### src/rtl/mips_pkg.sv
// Shared definitions for the MIPS front end: fetch FSM states, the NOP
// encoding and the default reset vector.
package mips_pkg;

  typedef enum logic [1:0] {
    IDLE  = 2'd0,
    FETCH = 2'd1,
    EXEC  = 2'd2,
    HALT  = 2'd3
  } fetch_state_t;

  localparam logic [31:0] MIPS_NOP         = 32'h0000_0000;
  localparam logic [31:0] DEFAULT_RESET_PC = 32'h0000_0000;

  function automatic logic is_word_aligned(input logic [31:0] addr);
    return addr[1:0] == 2'b00;
  endfunction

endpackage

### src/rtl/fetch_timeout_ctr.sv
// Saturating counter of ack-less fetch cycles; expired marks the cycle that
// would be the TIMEOUT-th consecutive one without an acknowledge.
module fetch_timeout_ctr #(
  parameter logic [7:0] TIMEOUT = 8'd255
) (
  input  logic clk,
  input  logic rst_n,
  input  logic clear,
  input  logic enable,
  output logic expired
);

  logic [7:0] count;
  logic [8:0] count_inc;

  assign count_inc = {1'b0, count} + 9'd1;
  assign expired   = enable && (count_inc >= {1'b0, TIMEOUT});

  always_ff @(posedge clk) begin
    if (!rst_n) begin
      count <= 8'd0;
    end else if (clear) begin
      count <= 8'd0;
    end else if (enable && (count != TIMEOUT)) begin
      count <= count_inc[7:0];
    end
  end

endmodule

### src/rtl/pc_fetch_unit.sv
// Architectural PC holder and instruction fetcher: one req/ack fetch per
// retire, with sticky error on misaligned targets or memory timeout.
module pc_fetch_unit
  import mips_pkg::*;
#(
  parameter logic [31:0] RESET_PC = DEFAULT_RESET_PC,
  parameter logic [7:0]  TIMEOUT  = 8'd255,
  parameter int          CNT_W    = 32
) (
  input  logic             clk,
  input  logic             rst_n,
  input  logic [31:0]      next_pc,
  input  logic             instr_ready,
  input  logic             imem_ack,
  input  logic [31:0]      imem_rdata,
  output logic             imem_req,
  output logic [31:0]      imem_addr,
  output logic [31:0]      pc,
  output logic [31:0]      pc_plus4,
  output logic [31:0]      instr,
  output logic             instr_valid,
  output logic             fetch_err,
  output logic [CNT_W-1:0] retire_cnt
);

  fetch_state_t state, next_state;

  logic tmo_clear;
  logic tmo_enable;
  logic tmo_expired;
  logic load_instr;
  logic commit;
  logic misaligned;
  logic timed_out;

  fetch_timeout_ctr #(
    .TIMEOUT (TIMEOUT)
  ) u_timeout (
    .clk     (clk),
    .rst_n   (rst_n),
    .clear   (tmo_clear),
    .enable  (tmo_enable),
    .expired (tmo_expired)
  );

  assign imem_addr = pc;
  assign pc_plus4  = pc + 32'd4;

  always_ff @(posedge clk) begin
    if (!rst_n) begin
      state <= IDLE;
    end else begin
      state <= next_state;
    end
  end

  always_comb begin
    next_state = state;
    tmo_clear  = 1'b0;
    tmo_enable = 1'b0;
    load_instr = 1'b0;
    commit     = 1'b0;
    misaligned = 1'b0;
    timed_out  = 1'b0;
    case (state)
      IDLE: begin
        tmo_clear  = 1'b1;
        next_state = FETCH;
      end
      FETCH: begin
        // An ack in the last permitted cycle still wins over the timeout.
        if (imem_ack) begin
          load_instr = 1'b1;
          next_state = EXEC;
        end else begin
          tmo_enable = 1'b1;
          if (tmo_expired) begin
            timed_out  = 1'b1;
            next_state = HALT;
          end
        end
      end
      EXEC: begin
        if (instr_ready && instr_valid) begin
          if (is_word_aligned(next_pc)) begin
            commit     = 1'b1;
            tmo_clear  = 1'b1;
            next_state = FETCH;
          end else begin
            misaligned = 1'b1;
            next_state = HALT;
          end
        end
      end
      default: begin
      end
    endcase
  end

  // The request is registered off the next state so it is high for exactly
  // the cycles the FSM spends in FETCH.
  always_ff @(posedge clk) begin
    if (!rst_n) begin
      pc          <= RESET_PC;
      instr       <= MIPS_NOP;
      instr_valid <= 1'b0;
      imem_req    <= 1'b0;
      fetch_err   <= 1'b0;
      retire_cnt  <= '0;
    end else begin
      imem_req <= (next_state == FETCH);
      if (load_instr) begin
        instr       <= imem_rdata;
        instr_valid <= 1'b1;
      end
      if (commit) begin
        pc          <= next_pc;
        instr_valid <= 1'b0;
        retire_cnt  <= retire_cnt + CNT_W'(1);
      end
      if (misaligned) begin
        instr_valid <= 1'b0;
        fetch_err   <= 1'b1;
      end
      if (timed_out) begin
        fetch_err <= 1'b1;
      end
    end
  end

endmodule

### config.mk
export PLATFORM = sky130hd
export DESIGN_NAME = pc_fetch_unit
export DESIGN_NICKNAME = d
export VERILOG_FILES = /design/src/rtl/mips_pkg.sv /design/src/rtl/fetch_timeout_ctr.sv /design/src/rtl/pc_fetch_unit.sv
export SDC_FILE = /design/constraint.sdc
export NUM_CORES = 1
export LEC_CHECK = 0
export ABC_AREA = 1
export BUFFER_PORTS_ARGS = -buffer_cell sky130_fd_sc_hd__buf_4
export CAP_MARGIN = 20
export CORE_MARGIN = 4
export CORE_UTILIZATION = 44
export DETAILED_ROUTE_END_ITERATION = 10
export PLACE_DENSITY = 0.83
export SYNTH_ARGS = -nofsm -noshare
export SYNTH_HDL_FRONTEND = slang
export SYNTH_SLANG_ARGS = --single-unit
### constraint.sdc
create_clock -name clk -period 1.53 [get_ports clk]
set_input_delay 0 -clock clk [delete_from_list [all_inputs] [get_ports clk]]
set_output_delay 0 -clock clk [all_outputs]
set_load 0.005 [all_outputs]
# Word level (Yosys, flattened, before mapping)
# Cells that the tools add are included.
# W data, S select, Z words.
[word_totals] output_inout_bits=163 inputBits=68 ff_bits=109 wordCells=46
[op_classes] n_eq_ne=4 addsub=3 bitwise=1 reduce_logical=8 order_cmp=1 mux=21
[op_table] cell="$add A32 B1 Y32 const B" n=1
[op_table] cell="$add A32 B3 Y32 const B" n=1
[op_table] cell="$mux W1" n=15
[op_table] cell="$add A8 B1 Y9 const B" n=1
[op_table] cell="$ge A9 B8 Y1 const B" n=1
[op_table] cell="$mux W2" n=4
[op_table] cell="$ne A8 B8 Y1 const B" n=1
[op_table] cell="$pmux W2 S3" n=1
[op_table] cell="$eq A2 B1 Y1 const B" n=2
[op_table] cell="$logic_not A2 Y1" n=2
[op_table] cell="$logic_and A1 B1 Y1" n=3
[op_table] cell="$reduce_or A3 Y1" n=1
[op_table] cell="$eq A2 B2 Y1 const B" n=1
[op_table] cell="$pmux W1 S2" n=1
[op_table] cell="$reduce_bool A2 Y1" n=1
[op_table] cell="$reduce_or A2 Y1" n=1
[op_table] cell="$not A1 Y1" n=1

# Logic depth before layout (Yosys ltp)
[logic_depth] word_depth=7 ltp_mapped=12 ltp_nobuf=12

# Hierarchy
# From an unflattened synthesis, not the netlist that was laid out.
[hier_totals] cells_unflattened=842 hier_area_um2=5808.1
[modules_own_cells] mod="pc_fetch_unit" area_per_inst_um2=5293.8 cells_per_inst=761 n_inst=1 seq_area_each_um2=2021.9
[modules_own_cells] mod="fetch_timeout_ctr" area_per_inst_um2=514.2 cells_per_inst=81 n_inst=1 seq_area_each_um2=160.2

# Least setup slack after synthesis
# OpenSTA, ideal clock, no wires.
[synth_path] path_type="flip-flop to flip-flop" start="register retire_cnt[0]" end="register retire_cnt[26]" required_ns=1.415 path_slack_ns=-0.097 path_stages_with_launch=13 path_buffers=0 setup_time_ns=0.115 synth_period_minus_slack_ns=1.627 arrival_ns=1.512 cell_sequence="dfxtp_1 > ha_1 > inv_1 > nor2_2 > nand2_1 > inv_2 > nand2_2 > nor2_4 > nand2_2 > nor2_2 > nand3_1 > nand2_1 > nor2_1"
[synth_via] elab_chain_len=1
[synth_rtl] item="start: declaration" line="pc_fetch_unit.sv:23" rtl="output logic [CNT_W-1:0] retire_cnt"
[synth_rtl] item="start signal: assignment" line="pc_fetch_unit.sv:119" rtl="retire_cnt <= retire_cnt + CNT_W'(1);"
[synth_rtl] item="$add A32 B1 Y32" line="pc_fetch_unit.sv:119"
# Every way passes these cells.
# A chain may end at the register's enable or synchronous reset.

# Worst setup path after layout
[layout_path] start="register pc[3], in the netlist imem_addr[3]" end="output port pc_plus4[30]"
[layout_via] elab_chain_len=1
[layout_rtl] item="start: declaration" line="pc_fetch_unit.sv:18" rtl="output logic [31:0] pc,"
[layout_rtl] item="start signal: assignment" line="pc_fetch_unit.sv:117" rtl="pc <= next_pc;"
[layout_rtl] item="$add A32 B3 Y32" line="pc_fetch_unit.sv:47" rtl="assign pc_plus4 = pc + 32'd4;"
[layout_rtl] item="end: declaration" line="pc_fetch_unit.sv:19" rtl="output logic [31:0] pc_plus4,"
# Every way passes these cells.

==> flow_metrics.env <==
export IMPL_status="complete, but fails checks"
export IMPL_violations="setup timing"
export IMPL_h_tree_depth=3
export IMPL_ys_ff_latch=109
export IMPL_setup_viol=27
export IMPL_critical_path_class="reg -> out"
export IMPL_nNetsFinal=1257
export IMPL_clockPowerShare=0.407
export IMPL_grt_max_degree=68
export IMPL_die_area_um2=14800
export IMPL_path_cells="ha_4 > nand2_4 > nor3_4 > nand2_4 > nor2_4 > nand2_4 > nor2_4 > nand2_2 > xor2_1 > buf_4"
export IMPL_io_buffers=230
export IMPL_drive_above_1_share=0.424
export IMPL_ant_nets=0
export IMPL_synth_nets=901
export IMPL_finalCriticalPeriod_ps=2050
export IMPL_cp_common_cell="nand2_4"
export IMPL_power_frac_comb=0.110
export IMPL_arrival_ps=2050
export IMPL_drt_pass1_iter_count=7
export IMPL_grt_util_met3=0.0724
export IMPL_ys_top_cells_by_area="dfxtp_1 38%, nand2_1 16%, a21oi_1 8.4%, xor2_1 5.2%, nor2_1 5.2%"
export IMPL_dp_cells=1264
export IMPL_finalHoldViolations=0
export IMPL_clock_skew_final_ps=7.01
export IMPL_r2r_start="retire_cnt[1]"
export IMPL_path_buf_inv=1
export IMPL_crit_family="simple AND/OR/NAND/NOR gates"
export IMPL_slew_violations=0
export IMPL_grt_pass1_wl_um=32900
export IMPL_power_mw=6.05
export IMPL_ir_drop_v=0.000581
export IMPL_synthMostInstantiatedCell="nand2_1"
export IMPL_synthArstFlopShare=0
export IMPL_routed_wl_um=24300
export IMPL_initial_core_util=0.451
export IMPL_synth_top_area_share=0.384
export IMPL_yosys_top_cells_count="240 x nand2_1, 109 x dfxtp_1, 95 x a21oi_1"
export IMPL_dp_hpwl_um=14200
export IMPL_p_leak_nw=4.36
export IMPL_grt_usage=0.280
export IMPL_preCtsSetupSlack_ps=-40.2
export IMPL_cts_root_buffer="clkbuf_16"
export IMPL_ys_seq_area_frac=0.384
export IMPL_hp_class="in -> reg"
export IMPL_netlist_area_um2=5690
export IMPL_yosysTopAreaCell="dfxtp_1"
export IMPL_core_area_um2=12600
export IMPL_synthCells=829
export IMPL_grt_use_met2=0.496
export IMPL_clk_path_buf_depth=2
export IMPL_area_delta_synth_final_pct=68.8
export IMPL_gp_congestion=0.957
export IMPL_overflow=0
export IMPL_pwr_share_seq=0.483
export IMPL_p_sw_mw=1.47
export IMPL_rows=41
export IMPL_die_h_um=122
export IMPL_die_w_um=122
export IMPL_clock_latency_ps=350
export IMPL_cp_max_fo=3
export IMPL_cellPowerDensity_nw_per_um2=630
export IMPL_critical_path_max_stage_delay_ps=380
export IMPL_drv_cap=0
export IMPL_avgSynthCellArea_um2=6.86
export IMPL_post_route_period_util=1.34
export IMPL_finalSetupTns_ps=-8830
export IMPL_yosys_warnings=0
export IMPL_cts_tree="done"
export IMPL_antenna_found_initial=0
export IMPL_crit_required_ps=1530
export IMPL_min_from="instr_ready"
export IMPL_max_freq_mhz=488
export IMPL_drc=0
export IMPL_worst_pin_slew_ps=400
export IMPL_cts_buffers=9
export IMPL_drt_initial_drc_count=573
export IMPL_dpl_cell_area_um2=8010
export IMPL_relSlewSlack=0.732
export IMPL_filler_cell_count=861
export IMPL_synth_ff_type="dfxtp_1"
export IMPL_cp_startpoint="imem_addr[3]"
export IMPL_rsz0062_at_grt="yes"
export IMPL_use_met1=0.293
export IMPL_via_count=7200
export IMPL_start_kind="register"
export IMPL_grt_busiest_layer="met2"
export IMPL_io_pins=231
export IMPL_p_sw_frac=0.243
export IMPL_cp_end_kind="output port"
export IMPL_synth_cell_types=34
export IMPL_stdcell_count=1364
export IMPL_p_int_mw=4.58
export IMPL_design_area_um2=9600
export IMPL_crit_path_top_delay_cell="dfxtp_2"
export IMPL_cts_num_sinks=109
export IMPL_grt_pass1_vias=6770
export IMPL_clk_pin_slew_worst_paths_ps=70
export IMPL_avgRoutedWirePerCell_um=17.8
export IMPL_worst_slack_ps=-519
export IMPL_synth_edf_count=0
export IMPL_vias_per_cell=5.28
-- metrics by stage --
| stage | hold slack (ps) | util |
|---|---|---|
| finish | 45.6 | 0.760 |
| CTS | 22.6 | 0.721 |
| floorplan | 145 | - |
| global placement | 251 | 0.635 |
| global route | 61.5 | 0.760 |
| detailed placement | 261 | 0.635 |
-- tightest hold or removal path, delay by kind of cell --
family                 cells  cell delay (ps)
buffers and inverters      2              220
and+or+nand+nor            1               70
AOI/OAI and AO/OA          1               60
-- final cells by class --
class / instances / area, um^2 / share of cell area
inverters: 74 / 278 / 0.0289
flip-flops and latches: 109 / 2240 / 0.233
multi-input cells: 587 / 3310 / 0.345
clock inverters: 6 / 68.8 / 0.00717
repair buffers: 404 / 3240 / 0.338
diodes: 2 / 5.00 / 0.000522
clock buffers: 10 / 239 / 0.0249
well taps: 172 / 215 / 0.0224
-- cells by family after synthesis --
logic type	count (synthesis)	share of synthesized area
simple gates	411	0.316
compound gates	134	0.121
buf+inv	133	0.111
flops	109	0.384
xor+xnor	38	0.0585
fa+ha+maj	4	0.00880
-- per-layer routing --
layer	share of wire	vias up
met5	0	-
met4	0.062	0
met3	0.088	128
met2	0.50	446
met1	0.35	3317
li1	-	3309
-- sequential cells by signal, summed over array words and instances, names as in the netlist --
signal,flops
imem_addr,32
instr_valid,1
u_timeout.count,8
state,2
instr,32
retire_cnt,32
fetch_err,1
imem_req,1
-- cell usage in the layout (no fill, tap or decap), types with 4 or more instances in the layout --
master,count
xnor2_1,4
inv_2,12
a21oi_1,93
clkbuf_16,9
ha_4,4
nand2_4,11
dlygate4sd3_1,64
nor2_1,54
dfxtp_4,5
buf_4,329
nand3_2,5
o21ai_1,12
nand2_2,25
buf_6,10
nor3_1,6
xor2_1,31
nand4_1,12
nor2_2,16
nand3_1,25
dfxtp_2,30
o21ai_0,18
dfxtp_1,74
nand2_1,217
nor2_4,22
inv_1,61
nor3_4,6
-- timing repair --
item | CTS | global route
hold buffers | 64 | 0
endpoints found under the setup margin | 30 | 73
pin swaps | 13 | 51
hold endpoints to repair | 75 | 0
resized for setup | 37 | 130
setup buffers | 4 | 16
-- power groups by stage --
| stage | Clock, mW | Sequential [mW] | Combinational (mW) |
|---|---|---|---|
| after global routing | 2.63 | 2.93 | 0.711 |
| after floorplan | 0 | 2.99 | 0.187 |
| after CTS | 2.52 | 2.92 | 0.623 |
| after global placement | 0 | 2.99 | 0.478 |
| final | 2.46 | 2.92 | 0.664 |
| after detailed placement | 0 | 2.99 | 0.485 |
-- worst paths after layout --
kind | endpoint | slack [ps] | cells after the start
setup / recovery | pc_plus4[30] | -520 | 10
setup reg to reg | retire_cnt[26] | 0 | 12
hold reg to reg | instr[5] | 470 | 2
hold / removal | state[0] | 50 | 4
No activity file was read; power rests on OpenSTA's default activity.
